`src/rtl/serial_adder.sv`:
```
// serial_adder: bit-serial adder, one full-adder cell evaluated per clock.
// An accepted start captures ain/bin/cin. WIDTH RUN cycles then add the operands
// LSB first, and a single DONE cycle presents the result with a done pulse.
// Optional feature: define SERIAL_ADDER_OVF_EN to add the registered
// two's-complement overflow output ovf.
module serial_adder #(
   parameter int WIDTH = 8
) (
   input  logic             clk,
   input  logic             rst,
   input  logic             start,
   input  logic [WIDTH-1:0] ain,
   input  logic [WIDTH-1:0] bin,
   input  logic             cin,
   output logic             busy,
   output logic             done,
   output logic [WIDTH-1:0] sum,
`ifdef SERIAL_ADDER_OVF_EN
   output logic             ovf,
`endif
   output logic             cout
);

   // Bit-counter width. It is kept at least 1 bit so that WIDTH=1 still has a legal vector.
   localparam int CW = (WIDTH > 1) ? $clog2(WIDTH) : 1;

   typedef enum logic [1:0] {
      IDLE = 2'd0,
      RUN  = 2'd1,
      DONE = 2'd2
   } state_t;

   state_t           state;
   state_t           state_nx;

   // Working registers: captured operands, running carry, partial sum, bit index.
   logic [WIDTH-1:0] a_r;
   logic [WIDTH-1:0] b_r;
   logic [WIDTH-1:0] s_r;
   logic             c_r;
   logic [CW-1:0]    cnt;

   logic             fa_s;
   logic             fa_c;
   logic             last_bit;
   logic [WIDTH-1:0] s_nx;

   // The one full-adder cell, and the partial sum with the current bit merged in.
   always_comb begin
      // NOTE: every output of a combinational block gets a default first, so no
      // path leaves it unassigned and no latch is inferred.
      fa_s     = a_r[cnt] ^ b_r[cnt] ^ c_r;
      fa_c     = (a_r[cnt] & b_r[cnt]) | (c_r & (a_r[cnt] ^ b_r[cnt]));
      last_bit = (cnt == CW'(WIDTH - 1));
      s_nx     = s_r;
      s_nx[cnt] = fa_s;
   end

   // State register. Reset wins over every transition.
   always_ff @(posedge clk) begin
      // NOTE: sequential state uses non-blocking assignments only, so every
      // register samples the pre-edge values regardless of statement order.
      if (rst) state <= IDLE;
      else     state <= state_nx;
   end

   // Next-state logic and the status outputs decoded from the state.
   always_comb begin
      state_nx = state;
      busy     = 1'b0;
      done     = 1'b0;
      case (state)
         IDLE: begin
            if (start) state_nx = RUN;
         end
         RUN: begin
            busy = 1'b1;
            if (last_bit) state_nx = DONE;
         end
         DONE: begin
            busy     = 1'b1;
            done     = 1'b1;
            state_nx = IDLE;
         end
         default: state_nx = IDLE;
      endcase
   end

   // Datapath: capture on accept, one bit per RUN cycle, publish on the last bit.
   always_ff @(posedge clk) begin
      if (rst) begin
         // NOTE: the working registers are cleared along with the results, so an
         // aborted addition leaves no partial state behind.
         a_r  <= '0;
         b_r  <= '0;
         s_r  <= '0;
         c_r  <= 1'b0;
         cnt  <= '0;
         sum  <= '0;
         cout <= 1'b0;
`ifdef SERIAL_ADDER_OVF_EN
         ovf  <= 1'b0;
`endif
      end else begin
         case (state)
            IDLE: begin
               if (start) begin
                  a_r <= ain;
                  b_r <= bin;
                  c_r <= cin;
                  s_r <= '0;
                  cnt <= '0;
               end
            end
            RUN: begin
               s_r <= s_nx;
               c_r <= fa_c;
               cnt <= cnt + CW'(1);
               if (last_bit) begin
                  // The final bit is taken straight from the adder cell, so the
                  // result is complete on the edge that enters DONE.
                  sum  <= s_nx;
                  cout <= fa_c;
`ifdef SERIAL_ADDER_OVF_EN
                  // c_r still holds the carry into the MSB at this point.
                  ovf  <= c_r ^ fa_c;
`endif
               end
            end
            default: ;
         endcase
      end
   end

endmodule
```
`config.mk`:
```
export PLATFORM = sky130hd
export DESIGN_NAME = serial_adder
export DESIGN_NICKNAME = d
export VERILOG_FILES = /design/src/rtl/serial_adder.sv
export SDC_FILE = /design/constraint.sdc
export NUM_CORES = 1
export LEC_CHECK = 0
export ABC_CLOCK_PERIOD_IN_PS = 3200
export BUFFER_PORTS_ARGS = -buffer_cell sky130_fd_sc_hd__buf_2
export CORE_MARGIN = 3
export CORE_UTILIZATION = 55
export DETAILED_ROUTE_END_ITERATION = 16
export PLACE_DENSITY = 0.78
export SKIP_CTS_REPAIR_TIMING = 1
export SYNTH_ARGS = -nofsm -noshare
export SYNTH_HDL_FRONTEND = slang
export SYNTH_SLANG_ARGS = --single-unit
```
`constraint.sdc`:
```
create_clock -name clk -period 3.2 [get_ports clk]
set_input_delay 0.48 -clock clk [delete_from_list [all_inputs] [get_ports clk]]
set_output_delay 0.48 -clock clk [all_outputs]
set_load 0.01 [all_outputs]
```
==> summary.md <==
Global routing
• **busiest metal layer after global routing** met2
• **gr usage total** 18.54%
• **wire length of the first global-routing pass** 6210 microns
• **largest net degree at the start of global routing** 40
• **met2 global-route usage** 30.66%
• **initial antenna violation count** 0
• **met3 Track Usage GR** 4.762%
• **GR Util met1** 22.12%
• **Overflow after GRT** 0
• **vias in the first global route** 1410

Flow run
• **number of maximum-capacitance violations** 0

Clock network
• **clock tree from TritonCTS** yes
• **clock-pin slew on the worst setup and hold paths** 120 ps
• **number of levels in the clock H-tree** 2
• **number of buffers created by CTS** 5
• **source-to-sink clock delay at the later pin of the worst-skew pair** 350 ps
• **clock net sink count** 39
• **buffers from clock root to sink, at most** 2
• **clock root buffer master** sky130_fd_sc_hd__clkbuf_4

Critical path
• **cell count along the critical path** 6
• **startpoint of the lowest-slack register-to-register path** cnt[0]
• **Setup Crit Path Kind** flop to flop
• **Critical-path top delay cell** sky130_fd_sc_hd__mux4_1
• **crit path from** cnt[0]
• **number of cell instances on the worst register-to-register path** 6
• **kind of end point of the critical path** flop
• **CP startpoint kind** flop
• **CP Max Fanout** 11
• **required time of the worst setup path** 3490 ps
• **chain of cells forming the critical path** mux4_1, mux2_2, fa_1, and2_1, a32oi_1, a21oi_1
• **Critical path buffers and inverters** 0
• **cell family contributing the most delay on the critical path** multiplexers
• **slowest stage delay, CP** 610 ps
• **data arrival time of the worst path** 2980 ps

Place
• **cell area after placement** 2117 sq um
• **DP Wirelength** 2589 microns
• **IO Port Bufs** 30
• **cell total after placement** 281
• **routability-driven placement congestion ratio** 0.7725

Synth
• **Warnings, synthesis** 0
• **post-synth cell types** 33
• **synthesized instance count** 219
• **number of flops mapped to enable cells by yosys** 0
• **flop and latch count out of synthesis** 39
• **post-synthesis async set-or-reset flop share** 0%
• **mapped cell area** 1982 sq um
• **Most used DFF post-synth** sky130_fd_sc_hd__dfxtp_1
• **post-synth net total** 247
• **mean instance size in the synthesized netlist** 9.050 sq um
• **fraction of the yosys area taken by sequential cells** 39.39%

Detailed routing
• **Avg WL per Cell** 12.91 microns
• **Remaining DRCs** 0
• **average vias per placed instance** 5.478
• **count of TritonRoute iterations in the first routing pass** 4
• **number of DRC markers after the initial detailed-route iteration** 98
• **vias after detailed routing** 1583
• **remaining antenna violation count after routing** 0
• **Routed Wire Length** 3731 microns

Timing
• **number of failing hold endpoints at the final stage** 0
• **final clock skew** 13.20 ps
• **shortest period the worst path allows** 2696 ps
• **Final setup viols** 0
• **max-slew violation total from the final report** 0
• **transition time at the pin with the least slew margin** 750.4 ps
• **unrepaired setup endpoints after global routing** false
• **Peak Freq** 370.9 MHz
• **worst slew margin relative to its limit** 49.97%
• **Period Utilization, post-route** 84.26%
• **post-route setup TNS** 0 ps

Finish
• **Filler Cell Count** 314
• **post-route non-filler standard cell count** 289
• **Util after Layout** 63.44%
• **number of nets in the layout** 270
• **total non-filler cell area in the finished layout** 2167 sq um
• **Antenna Cells** 0
• **P&R area growth vs syn** 9.344%
• **fraction of final layout cells sized beyond drive strength 1** 20.16%

Die
• **count of standard-cell rows** 21
• **Floorplan Core Area** 3416 sq um
• **width of the die** 66.03 microns
• **die outline area** 4360 sq um
• **num ports** 31
• **starting density of the core** 58.02%
• **die extent in y** 66.03 microns

Power
• **Leakage** 0.8569 nW
• **Total Power Consumption** 1.328 mW
• **power per unit of standard cell area** 612.9 nW/um^2
• **largest voltage drop on the vdd net** 0.4119 mV

Hold path
• **hold_sp** ain[3]
• **class of the worst hold path** primary input to flop
• **Hold Path Stages** 3

Status
• **status** completed

-- cell type report --
type | instances | area [sq um] | area share [%]
well taps | 46 | 57.56 | 2.656
multi-input cells | 158 | 1076 | 49.65
clock inverters | 1 | 5.005 | 0.2309
inverters | 2 | 7.507 | 0.3464
flip-flops and latches | 39 | 780.7 | 36.03
clock buffers | 7 | 45.04 | 2.079
repair buffers | 36 | 195.2 | 9.007
-- state kept, by name, indices dropped and copies added, names as in the netlist --
| register | count |
|---|---|
| b_r | 8 |
| c_r | 1 |
| cout | 1 |
| cnt | 3 |
| s_r | 8 |
| state | 2 |
| a_r | 8 |
| sum | 8 |
-- layer usage --
metal	vias up	share of wire, %
met5	-	0
met2	40	49
met4	0	2.0
li1	823	-
met1	711	45
met3	9	4.4
-- power by group --
group	internal (mW)	leakage, nW	total (mW)	switching (mW)
Combinational	0.195	0.510	0.494	0.299
Sequential	0.542	0.317	0.589	0.0477
Clock	0.0858	0.0293	0.245	0.159
Total	0.822	0.857	1.33	0.506
-- cell families after synthesis --
group                      share of synthesized area [%]
adders and majority gates                          5.429
muxes                                              10.35
DFF                                                39.39
buffers and inverters                              6.313
AOI/OAI and AO/OA                                  14.01
and+or+nand+nor                                    24.50
-- worst reg2reg max path: stages (launching register included) --
cell,delay [ps]
sky130_fd_sc_hd__dfxtp_1,590
sky130_fd_sc_hd__mux4_1,620
sky130_fd_sc_hd__mux2_2,290
sky130_fd_sc_hd__fa_1,520
sky130_fd_sc_hd__and2_1,290
sky130_fd_sc_hd__a32oi_1,160
sky130_fd_sc_hd__a21oi_1,180
-- cells in the final DEF, fill, tap and decap left out --
cell                       instances
sky130_fd_sc_hd__ha_1              7
sky130_fd_sc_hd__nand4_1           4
sky130_fd_sc_hd__o21ai_0           2
sky130_fd_sc_hd__mux2i_1          13
sky130_fd_sc_hd__dfxtp_1          39
sky130_fd_sc_hd__and3_1            1
sky130_fd_sc_hd__or4_1             1
sky130_fd_sc_hd__fa_1              1
sky130_fd_sc_hd__clkinv_2          1
sky130_fd_sc_hd__mux2_2            2
sky130_fd_sc_hd__buf_4             6
sky130_fd_sc_hd__clkbuf_1          2
sky130_fd_sc_hd__a32oi_1           6
sky130_fd_sc_hd__a31oi_1           4
sky130_fd_sc_hd__a21oi_1          25
sky130_fd_sc_hd__nand3b_1          9
sky130_fd_sc_hd__nor2_1           13
sky130_fd_sc_hd__nor3b_4           2
sky130_fd_sc_hd__a211oi_2          1
sky130_fd_sc_hd__buf_2            30
sky130_fd_sc_hd__nand2_1          39
sky130_fd_sc_hd__nand4b_1          4
sky130_fd_sc_hd__or3b_1            2
sky130_fd_sc_hd__clkbuf_4          5
sky130_fd_sc_hd__a211oi_1          7
sky130_fd_sc_hd__inv_1             2
sky130_fd_sc_hd__and2_1            3
sky130_fd_sc_hd__mux4_1            2
sky130_fd_sc_hd__nand2b_1          2
sky130_fd_sc_hd__nor3_4            1
sky130_fd_sc_hd__nand3_1           3
sky130_fd_sc_hd__nor2b_1           2
sky130_fd_sc_hd__nand3b_2          1
sky130_fd_sc_hd__nor3b_1           1
-- stage by stage --
stage / worst slack (ps) / hold WS [ps]
finish: 503.5 / 357.1
global route: 347.5 / 351.2
CTS: 499.1 / 349.1
detailed placement: 513.8 / 445.0
global placement: 611.1 / 442.5
floorplan: 628.4 / 431.0
-- Yosys cell counts (2+ instances only) --
| library cell | number | area, sq um |
|---|---|---|
| sky130_fd_sc_hd__nor3b_4 | 2 | 37.54 |
| sky130_fd_sc_hd__nand4_1 | 4 | 25.02 |
| sky130_fd_sc_hd__inv_1 | 2 | 7.510 |
| sky130_fd_sc_hd__buf_6 | 4 | 45.04 |
| sky130_fd_sc_hd__nand3_1 | 3 | 15.01 |
| sky130_fd_sc_hd__o21ai_0 | 2 | 10.01 |
| sky130_fd_sc_hd__a21oi_1 | 25 | 125.1 |
| sky130_fd_sc_hd__nand2b_1 | 2 | 12.51 |
| sky130_fd_sc_hd__mux4_1 | 2 | 52.55 |
| sky130_fd_sc_hd__a211oi_1 | 7 | 52.55 |
| sky130_fd_sc_hd__a31oi_1 | 4 | 25.02 |
| sky130_fd_sc_hd__nor2_1 | 13 | 48.80 |
| sky130_fd_sc_hd__a32oi_1 | 6 | 52.55 |
| sky130_fd_sc_hd__clkbuf_1 | 8 | 30.03 |
| sky130_fd_sc_hd__dfxtp_1 | 39 | 780.8 |
| sky130_fd_sc_hd__or3b_1 | 2 | 17.52 |
| sky130_fd_sc_hd__nand3b_1 | 9 | 67.56 |
| sky130_fd_sc_hd__ha_1 | 7 | 87.58 |
| sky130_fd_sc_hd__nor2b_1 | 2 | 12.51 |
| sky130_fd_sc_hd__and2_1 | 3 | 18.77 |
| sky130_fd_sc_hd__nand4b_1 | 4 | 35.03 |
| sky130_fd_sc_hd__nand2_1 | 39 | 146.4 |
| sky130_fd_sc_hd__mux2_2 | 2 | 22.52 |
| sky130_fd_sc_hd__buf_2 | 7 | 35.03 |
| sky130_fd_sc_hd__mux2i_1 | 13 | 130.1 |
-- final timing paths --
kind,to,slack (ps)
hold / removal,a_r[3],360
setup / recovery,s_r[0],500
setup reg to reg,s_r[0],500
hold reg to reg,b_r[7],460
Note: power is estimated with default switching activity, not from simulation.
